## src/rtl/inv_mix_columns_seq.sv

```systemverilog
// Sequential AES-128 InvMixColumns stage for the inverse-round datapath.
// Accepts a 128-bit state over valid/ready and transforms one 32-bit column per
// clock through a single shared column datapath. It then holds the result until
// downstream accepts it.
//
// Ports:
//   clk       rising-edge clock
//   rst_n     synchronous active-low reset
//   in_valid  upstream offers in_data
//   in_ready  block can accept a state (registered)
//   in_data   input state, column-major; byte 0 = [127:120], byte 15 = [7:0]
//   out_valid out_data holds a complete result (registered)
//   out_ready downstream accepts out_data
//   out_data  InvMixColumns(in_data), same byte layout
//   busy      high in any state other than idle (registered)
module inv_mix_columns_seq (
  input  logic         clk,
  input  logic         rst_n,
  input  logic         in_valid,
  output logic         in_ready,
  input  logic [127:0] in_data,
  output logic         out_valid,
  input  logic         out_ready,
  output logic [127:0] out_data,
  output logic         busy
);

  typedef enum logic [1:0] {StIdle, StBusy, StDone} state_e;

  state_e       state_q;
  logic [1:0]   col_q;
  logic [127:0] src_q;
  logic [127:0] res_q;
  logic         in_ready_q;
  logic         out_valid_q;
  logic         busy_q;

  function automatic logic [7:0] xtime(input logic [7:0] x);
    return {x[6:0], 1'b0} ^ (x[7] ? 8'h1b : 8'h00);
  endfunction

  // Returns {0E*x, 0B*x, 0D*x, 09*x}, sharing the x2/x4/x8 doubling chain.
  function automatic logic [31:0] mul_set(input logic [7:0] x);
    logic [7:0] x2;
    logic [7:0] x4;
    logic [7:0] x8;
    x2 = xtime(x);
    x4 = xtime(x2);
    x8 = xtime(x4);
    return {x8 ^ x4 ^ x2, x8 ^ x2 ^ x, x8 ^ x4 ^ x, x8 ^ x};
  endfunction

  // Column c occupies bits [127-32c -: 32]; the base (3-c)*32 is {~c, 5'b0}.
  logic [6:0]  col_base;
  logic [31:0] col_src;
  logic [31:0] col_res;
  logic [31:0] m0, m1, m2, m3;

  always_comb begin
    col_base = {~col_q, 5'b00000};
    col_src  = src_q[col_base +: 32];
    m0 = mul_set(col_src[31:24]);
    m1 = mul_set(col_src[23:16]);
    m2 = mul_set(col_src[15:8]);
    m3 = mul_set(col_src[7:0]);
    // Field order in mul_set: [31:24]=0E, [23:16]=0B, [15:8]=0D, [7:0]=09.
    col_res[31:24] = m0[31:24] ^ m1[23:16] ^ m2[15:8]  ^ m3[7:0];
    col_res[23:16] = m0[7:0]   ^ m1[31:24] ^ m2[23:16] ^ m3[15:8];
    col_res[15:8]  = m0[15:8]  ^ m1[7:0]   ^ m2[31:24] ^ m3[23:16];
    col_res[7:0]   = m0[23:16] ^ m1[15:8]  ^ m2[7:0]   ^ m3[31:24];
  end

  // Handshake flags are computed alongside the state transition so that every
  // output is a plain flop; in_ready stays low for the first cycle after reset.
  always_ff @(posedge clk) begin
    if (!rst_n) begin
      state_q     <= StIdle;
      col_q       <= 2'd0;
      src_q       <= '0;
      res_q       <= '0;
      in_ready_q  <= 1'b0;
      out_valid_q <= 1'b0;
      busy_q      <= 1'b0;
    end else begin
      unique case (state_q)
        StIdle: begin
          if (in_valid && in_ready_q) begin
            src_q      <= in_data;
            col_q      <= 2'd0;
            state_q    <= StBusy;
            in_ready_q <= 1'b0;
            busy_q     <= 1'b1;
          end else begin
            in_ready_q <= 1'b1;
          end
        end
        StBusy: begin
          res_q[col_base +: 32] <= col_res;
          col_q                 <= col_q + 2'd1;
          if (col_q == 2'd3) begin
            state_q     <= StDone;
            out_valid_q <= 1'b1;
          end
        end
        StDone: begin
          if (out_ready) begin
            state_q     <= StIdle;
            out_valid_q <= 1'b0;
            busy_q      <= 1'b0;
            in_ready_q  <= 1'b1;
          end
        end
        default: begin
          state_q     <= StIdle;
          in_ready_q  <= 1'b0;
          out_valid_q <= 1'b0;
          busy_q      <= 1'b0;
        end
      endcase
    end
  end

  assign in_ready  = in_ready_q;
  assign out_valid = out_valid_q;
  assign busy      = busy_q;
  assign out_data  = res_q;

endmodule

```

## config.mk

```make
export PLATFORM = sky130hd
export DESIGN_NAME = inv_mix_columns_seq
export DESIGN_NICKNAME = d
export VERILOG_FILES = /design/src/rtl/inv_mix_columns_seq.sv
export SDC_FILE = /design/constraint.sdc
export NUM_CORES = 1
export LEC_CHECK = 0
export CORE_ASPECT_RATIO = 1.2
export CORE_UTILIZATION = 45
export CTS_CLUSTER_DIAMETER = 30
export DETAILED_ROUTE_END_ITERATION = 16
export GPL_TIMING_DRIVEN = 0
export PLACE_DENSITY = 0.72
export SLEW_MARGIN = 20
export SYNTH_ARGS = -nofsm -noshare
export SYNTH_HDL_FRONTEND = slang
export SYNTH_SLANG_ARGS = --single-unit
```

## constraint.sdc

```tcl
create_clock -name clk -period 5.7 [get_ports clk]
set_input_delay 0.855 -clock clk [delete_from_list [all_inputs] [get_ports clk]]
set_output_delay 0.855 -clock clk [all_outputs]
set_load 0.02 [all_outputs]
```

# After elaboration in Yosys (flattened, before gate mapping)

Index checks and enable logic that the tools add are counted.

Reductions and logical operators: 9
Mux-type cells: 27
Bitwise logic cells: 51
Add/sub/neg operators: 2
Eq/ne operators: 6
Shift operators: 3

Operator list:

| kind                                                    | number |
|---|---|
| bitwise XOR 8 bit                                       | 36 |
| bitwise mux 128 bit                                     | 1 |
| variable shift 32 x 9 -> 128 bit (first input constant) | 1 |
| indexed part select 128 x 8 -> 32 bit                   | 1 |
| indexed part select 32 x 9 -> 128 bit                   | 1 |
| bitwise XOR 8 x 5 -> 8 bit                              | 12 |
| two-way mux 5 bit                                       | 12 |
| negator 7 -> 9 bit                                      | 1 |
| one-hot mux 1 bit (3 select lines)                      | 3 |
| AND reduction 3 bit                                     | 3 |
| two-way mux 2 bit                                       | 4 |
| inequality test 2 bit (second input constant)           | 3 |
| one-hot mux 2 bit (3 select lines)                      | 1 |
| AND reduction 2 bit                                     | 3 |
| two-way mux 1 bit                                       | 5 |
| equality test 2 bit (second input constant)             | 2 |
| one-hot mux 2 bit (2 select lines)                      | 1 |
| adder 2 x 1 -> 2 bit (second input constant)            | 1 |
| equality test 2 x 1 -> 1 bit (second input constant)    | 1 |
| zero test 2 bit                                         | 1 |
| NOT 1 bit                                               | 2 |
| NOT 2 bit                                               | 1 |
| nonzero test 2 bit                                      | 1 |
| logical AND 1 bit                                       | 1 |

Input port bits: 132
Logic and storage cells: 105
Output and inout bits: 131
Bits in registers: 263

# Depth between registers and ports, before layout

Gate-level depths: netlist (run 1).

Word-level depth: 15
Depth in mapped cells: 11
Mapped depth without buffers: 7

# Worst setup path after synthesis (run 1)

No wires, ideal clock.

Path type: register to register
From: register col_q[0]
To: register res_q[37] (netlist: out_data[37])
Arrival: 2.849 ns
Period minus slack after synthesis: 2.971 ns
Path buffers: 3
Library setup time: 0.122 ns
Path slack: 2.729 ns
Stages on the path, launching flop included: 11
Cells stage by stage: dfxtp_1 buf_6 buf_8 buf_6 mux4_2 xnor2_2 xor3_1 xnor2_1 xor2_1 xor2_2 o21ai_1

Longest elaborated chain between the ends: 13
Elaborated cells on any way between the ends: 66

RTL lines:

| what                                                                         | line | text |
|---|---|---|
| start, declared                                                              | 31   | `logic [1:0] col_q;` |
| start signal, assigned                                                       | 99   | `col_q <= col_q + 2'd1;` |
| NOT 2 bit *                                                                  | 60   | `col_base = {~col_q, 5'b00000};` |
| indexed part select 128 x 8 -> 32 bit                                        | 61   | `col_src = src_q[col_base +: 32];` |
| bitwise XOR 8 x 5 -> 8 bit or two-way mux 5 bit (tied branches) (2 in a row) | 39   | `return {x[6:0], 1'b0} ^ (x[7] ? 8'h1b : 8'h00);` |
| two-way mux 5 bit or bitwise XOR 8 x 5 -> 8 bit (tied branches)              | 39   |  |
| bitwise XOR 8 x 5 -> 8 bit                                                   | 39   |  |
| bitwise XOR 8 bit (2 in a row)                                               | 50   | `return {x8 ^ x4 ^ x2, x8 ^ x2 ^ x, x8 ^ x4 ^ x, x8 ^ x};` |
| bitwise XOR 8 bit, on equally long branches (3 in a row)                     | n/a  |  |
| indexed part select 32 x 9 -> 128 bit                                        | 98   | `res_q[col_base +: 32] <= col_res;` |
| bitwise mux 128 bit *                                                        | 98   |  |
| end signal, assigned by index                                                | 98   |  |
| end, declared                                                                | 33   | `logic [127:0] res_q;` |

Every way passes the cells marked *; elsewhere a longest branch is shown, timed or not.
A chain may end at the register's enable or synchronous reset.

# Worst setup path in the final report (run 1)

From: register col_q[1]
To: register res_q[67] (netlist: out_data[67])

Same word-level chain as after synthesis.

==> results of run 1 <==
## cell type report
cell class | count | area [µm²]
flip-flops and latches | 263 | 5270
fillers | 2253 | 10200
well taps | 340 | 425
clock buffers | 52 | 1160
multi-input cells | 917 | 6750
repair buffers | 262 | 2620
inverters | 4 | 15.0
clock inverters | 22 | 302
plain buffers | 97 | 429
## stage by stage
stage | setup WS, ps | util
global route | 1620 | 0.624
detailed placement | 1890 | 0.570
global placement | 1900 | 0.570
floorplan | 2730 | -
finish | 1840 | 0.624
CTS | 1860 | 0.624
## final timing paths
check,startpoint,end,slack [ps],depth (start not counted)
min reg2reg,out_data[91]$_SDFFE_PN0P_,out_data[91]$_SDFFE_PN0P_,450,2
max reg2reg,col_q[1]$_SDFFE_PN0P_,out_data[67]$_SDFFE_PN0P_,1840,11
min,out_data[91]$_SDFFE_PN0P_,out_data[91]$_SDFFE_PN0P_,450,2
max,col_q[1]$_SDFFE_PN0P_,out_data[67]$_SDFFE_PN0P_,1840,11
## where the power goes
part | leakage (µW) | switching (µW) | internal [µW] | total [µW]
logic | 0.00302 | 933 | 659 | 1590
registers | 0.00213 | 46.1 | 1920 | 1970
clock network | 0.000722 | 904 | 1720 | 2630
total | 0.00587 | 1880 | 4300 | 6190
## cell families (layout without fill, tap and decap cells)
| group | Yosys count | in the layout | share of synthesized area |
|---|---|---|---|
| simple gates | 421 | 421 | 0.148 |
| fa+ha+maj | 5 | 5 | 0.00503 |
| buf+inv | 101 | 437 | 0.0357 |
| compound gates | 264 | 264 | 0.151 |
| mux | 33 | 33 | 0.0597 |
| flops | 263 | 263 | 0.423 |
| xor+xnor | 194 | 194 | 0.178 |
## layout by cell type (no fill, tap or decap), drive strengths merged
| cell | synthesis | routed |
|---|---|---|
| nand2 | 316 | 316 |
| dfxtp | 263 | 263 |
| clkdlybuf4s50 | 0 | 262 |
| xnor2 | 139 | 139 |
| a21boi | 135 | 135 |
| clkbuf | 71 | 123 |
| nor2b | 85 | 85 |
| a22oi | 84 | 84 |
| o21ai | 43 | 43 |
| xor2 | 40 | 40 |
| mux4 | 32 | 32 |
| buf | 26 | 26 |
| xnor3 | 13 | 13 |
| inv | 4 | 10 |
| clkinv | 0 | 9 |
| and2 | 6 | 6 |
| bufinv | 0 | 6 |
| ha | 5 | 5 |
| nand2b | 4 | 4 |
| nor3 | 2 | 2 |
| nand3 | 2 | 2 |
| xor3 | 2 | 2 |
| nor4b | 2 | 2 |
| or3 | 1 | 1 |
| nor4 | 1 | 1 |
| mux2 | 1 | 1 |
| nor3b | 1 | 1 |
| nor2 | 1 | 1 |
| a21oi | 1 | 1 |
| o2111a | 1 | 1 |
| clkinvlp | 0 | 1 |
## sequential cells by signal (all words and copies together), names as in the netlist
| signal | count |
|---|---|
| busy | 1 |
| col_q | 2 |
| in_ready | 1 |
| out_data | 128 |
| out_valid | 1 |
| src_q | 128 |
| state_q | 2 |
## routing by layer
metal / track usage / up-vias / share of wire
met4: 0.123 / 0 / 0.042
li1: - / 4901 / -
met1: 0.319 / 4941 / 0.41
met2: 0.468 / 425 / 0.49
met5: 0 / - / 0
met3: 0.0451 / 92 / 0.059
## critical path: cells and delay by family (launching register included)
family	cells	cell delay [ps]
mux	1	380
compound gates	1	150
xor+xnor	4	1560
simple gates	1	140
buf+inv	4	1160
flops	1	380
==> results.md, run 1 <==
* Most frequent CP cell: buf_2
* CP max stage cell: xnor2_1
* Period utilisation layout at 0.678
* Starting DRT DRC Count at 641
* Power per Cell Area at 365 nW/µm²
* Peak VDD IR at 0.223 mV
* Area leader, netlist: dfxtp_1
* Unrepaired setup endpoints after global routing: no
* CP Capture Type: flip-flop
* Crit path arrival time at 4330 ps
* Total Power at 6190 µW
* Part of the Yosys area used for sequential elements at 0.423
* Die footprint at 28300 µm²
* Post-route DRC at 0
* Post-CTS Setup Inserts at 0
* Top Ports at 263
* Largest net degree at the start of global routing at 12
* Main area contributors after synthesis: dfxtp_1 42%, nand2_1 9.5%, xnor2_1 8.1%, a21boi_0 8.0%, mux4_2 5.2%
* CTS resizes at 0
* Antenna Cells at 0
* CTS tree: built
* Count leader, synth: nand2_1
* Routability cong. at 0.893
* Wirelength per Cell at 19.1 µm
* Antenna Nets Post-Route at 0
* Hold Slack at 445 ps
* CTS buffer count at 43
* Tmin final at 3860 ps
* Rel. slew slack at 0.332
* Std cell rows at 66
* Vias in the first global route at 10400
* WP data required at 6160 ps
* CP Launch Type: flip-flop
* All-Layer GR Usage at 0.267
* Fin. Hold Viols at 0
* Synth Register Bits at 263
* YS warnings at 0
* Clock Skew at 20.6 ps
* Hold WC Path Type: flip-flop to flip-flop
* Reg clk slew, reported paths at 60 ps
* Mapped Cells at 1281
* Grt ovf at 0
* Die Y at 184 µm
* Final Setup Violations at 0
* Peak Freq at 0.259 GHz
* Syn Nets at 1418
* Synth Area per Inst at 9.71 µm²
* Initial antenna violation count at 0
* First-pass GRT wire length at 58000 µm
* Count of cell types in the netlist at 40
* CP Max Fanout at 10
* Max-cap viol count at 0
* I/O Buffers at 262
* Dpl cells at 1883
* Kind of critical path: flip-flop to flip-flop
* Setup tns final at 0 ps
* Slowest stage delay, CP at 620 ps
* Area delta synth->final at 36.3%
* Final Cell Area at 17000 µm²
* Placed wire-length estimate at 28600 µm
* Most frequent cells after synthesis: 316 x nand2_1, 263 x dfxtp_1, 132 x a21boi_0
* Outcome: complete, no violations
* Root Driver: clkbuf_16
* Post-placement cell area at 15500 µm²
* Die width at 154 µm
* Hold Buf Count CTS at 0
* Share of the synthesized area in the top cell type at 0.423
* Share of cells above drive strength 1 at 0.0952
* Htree depth at 2
* LEAKAGE at 0.00587 µW
* Clock Path Buffers at 3
* Drt total wl at 37500 µm
* Total clock sinks at 263
* Post-synth EDFFs at 0
* Vias/cell at 5.29
* Ys flop type: dfxtp_1
* Initial Utilization at 0.458
* Post-synthesis instance area at 12400 µm²
* Synth async-reset ratio at 0
* CP cell instances: buf_2 -> buf_4 -> buf_2 -> mux4_2 -> buf_2 -> xor2_1 -> xnor2_1 -> xnor3_1 -> xnor2_1 -> a22oi_1 -> nor2b_1
* Slew Limit Fails at 0
* Total core area at 27200 µm²
* Drt first pass iters at 5
* Final net count at 1725
* Vias at 10400
* Post-route insts no fill at 1957
* Worst-margin pin slew at 988 ps
* Skew-Pair Late Insertion Delay at 530 ps
No activity file was read; power rests on OpenSTA's default activity.
==> run 2, diff against run 1 <==
==> constraint.sdc (replaced) <==
create_clock -name clk -period 3.68 [get_ports clk]
set_input_delay 0.552 -clock clk [delete_from_list [all_inputs] [get_ports clk]]
set_output_delay 0.552 -clock clk [all_outputs]
set_load 0.02 [all_outputs]
==> results.md, run 2 (synthesis gave the netlist of run 1 again) <==
* Outcome: complete, no violations (unchanged)
* Total clock sinks at 263 (unchanged)
* Top Ports at 263 (unchanged)
* CP Capture Type: flip-flop (unchanged)
* Max-cap viol count at 0 (unchanged)
* Reg-to-Reg Start: col_q[1]$_SDFFE_PN0P_ (unchanged)
* Hold WC Path Type: flip-flop to flip-flop (unchanged)
* I/O Buffers at 262 (unchanged)
* Crit path arrival time at 3990 ps (was 4330 ps)
* Setup tns final at 0 ps (unchanged)
* Peak Freq at 0.278 GHz (was 0.259 GHz)
* Clock Skew at 19.9 ps (was 20.6 ps)
* Root Driver: clkbuf_16 (unchanged)
* Wirelength per Cell at 19.3 µm (was 19.1 µm)
* CP Launch Type: flip-flop (unchanged)
* Worst setup startpoint: col_q[1]$_SDFFE_PN0P_ (unchanged)
* Rel. slew slack at 0.477 (was 0.332)
* Htree depth at 2 (unchanged)
* Tmin final at 3600 ps (was 3860 ps)
* Util after Layout at 0.632 (was 0.624)
* Fill cell count at 2224 (was 2253)
* Total core area at 27200 µm² (unchanged)
* All-Layer GR Usage at 0.268 (was 0.267)
* Sw frac at 0.306 (was 0.304)
* Final Setup Violations at 0 (unchanged)
* Comb pwr share at 0.269 (was 0.257)
* Int Pwr at 6760 µW (was 4300 µW)
* Reg power frac at 0.312 (was 0.318)
* Hold Slack at 445 ps (about the same)
* Peak VDD IR at 0.341 mV (was 0.223 mV)
* Antenna Nets Post-Route at 0 (unchanged)
* Worst hold start: out_data[91]$_SDFFE_PN0P_ (unchanged)
* Skew-Pair Late Insertion Delay at 530 ps (about the same)
* Initial antenna violation count at 0 (unchanged)
* LEAKAGE at 0.00596 µW (was 0.00587 µW)
* Antenna Cells at 0 (unchanged)
* Period utilisation layout at 0.979 (was 0.678)
* FF/Latch Area at 5270 µm² (unchanged)
* Post-route DRC at 0 (unchanged)
* Power per Cell Area at 567 nW/µm² (was 365 nW/µm²)
* Post-placement cell area at 15500 µm² (unchanged)
* CTS buffer count at 43 (unchanged)
* WP data required at 4070 ps (was 6160 ps)
* Vias/cell at 5.25 (was 5.29)
* Multi-input logic area at 6940 µm² (was 6750 µm²)
* Final net count at 1727 (was 1725)
* Kind of critical path: flip-flop to flip-flop (unchanged)
* Sw Pwr at 2980 µW (was 1880 µW)
* Std cell rows at 66 (unchanged)
* CP Max Fanout at 10 (unchanged)
* Reg clk slew, reported paths at 50 ps (was 60 ps)
* CTS tree: built (unchanged)
* Largest net degree at the start of global routing at 12 (unchanged)
* First-pass GRT wire length at 58100 µm (was 58000 µm)
* Drt first pass iters at 7 (was 5)
* Die footprint at 28300 µm² (unchanged)
* Routability cong. at 0.893 (unchanged)
* Starting DRT DRC Count at 649 (was 641)
* Drt total wl at 37800 µm (was 37500 µm)
* Grt ovf at 0 (unchanged)
* Worst-margin pin slew at 781 ps (was 988 ps)
* Initial Utilization at 0.458 (unchanged)
* Final Cell Area at 17200 µm² (was 17000 µm²)
* Total Power at 9740 µW (was 6190 µW)
* Commonest non-fill, non-tap cell in the layout: nand2_1 (unchanged)
* Commonest cells after routing, fill and taps aside: 316 x nand2_1, 263 x dfxtp_1, 262 x clkdlybuf4s50_1 (unchanged)
* Share of cells above drive strength 1 at 0.108 (was 0.0952)
* Placed wire-length estimate at 28600 µm (unchanged)
* Clock Path Buffers at 3 (unchanged)
* Area delta synth->final at 38.0% (was 36.3%)
* Vias in the first global route at 10400 (about the same)
* Die Y at 184 µm (unchanged)
* Vias at 10300 (was 10400)
* Slew Limit Fails at 0 (unchanged)
* Fin. Hold Viols at 0 (unchanged)
* Clock group share of total power at 0.418 (was 0.425)
* Die width at 154 µm (unchanged)
[run 2: cell count changes in the layout (fill, tap and decap cells not counted)]
cell,previous run,this run
xnor2_2,17,28
nor4b_1,1,0
nor4b_4,0,2
xnor2_4,7,10
xor2_2,3,7
nor4b_2,1,0
xnor2_1,115,101
buf_4,4,6
xor2_1,36,32
[run 2: area by class of cell]
| class | instances | share of cell area |
|---|---|---|
| flip-flops and latches | 263 | 0.307 |
| plain buffers | 97 | 0.0250 |
| well taps | 340 | 0.0248 |
| multi-input cells | 917 | 0.404 |
| clock buffers | 52 | 0.0675 |
| repair buffers | 264 | 0.154 |
| inverters | 4 | 0.000874 |
| clock inverters | 22 | 0.0176 |
[run 2: critical path, stage by stage, from the launching register on]
cell and delay, ps:
dfxtp_1 380, buf_2 310, buf_4 280, buf_2 360, mux4_2 390, buf_4 230, xnor2_2 180, xnor3_2 450
xnor2_4 280, xnor2_2 160, xnor2_2 310, o21ai_1 110
[run 2: routing by layer]
layer,wire length (µm),global-route usage,vias to the layer above
met4,1680,0.122,0
met2,18500,0.470,409
met3,2220,0.0449,95
met5,0,0,-
li1,-,-,4902
met1,15300,0.320,4878
[run 2: power by group through the flow]
stage / clock (µW) / combinational, µW / sequential, µW
5_1_grt: 4250 / 2760 / 3050
3_5_place_dp: 0 / 2460 / 3100
4_1_cts: 4100 / 2500 / 3040
3_3_place_gp: 0 / 2430 / 3090
2_1_floorplan: 0 / 1580 / 3140
6_report: 4080 / 2620 / 3040
[run 2: timing repair]
action | in CTS | in global routing
gates resized for setup | 7 | 18
pin swaps | 0 | 1
hold buffers | 0 | 0
setup buffers | 0 | 2
setup endpoints to repair | 38 | 64
[run 2: metrics by stage]
stage               cells  setup WS [ps]
floorplan            1281            709
finish               1959           78.5
detailed placement   1883           -129
global route         1959          -16.2
global placement     1883           -122
CTS                  1957           14.6
[run 2: final timing paths]
kind	to	slack, ps	depth (start not counted)
setup / recovery	out_data[36]$_SDFFE_PN0P_	80	11
hold / removal	out_data[91]$_SDFFE_PN0P_	450	2
setup reg to reg	out_data[36]$_SDFFE_PN0P_	80	11
hold reg to reg	out_data[91]$_SDFFE_PN0P_	450	2
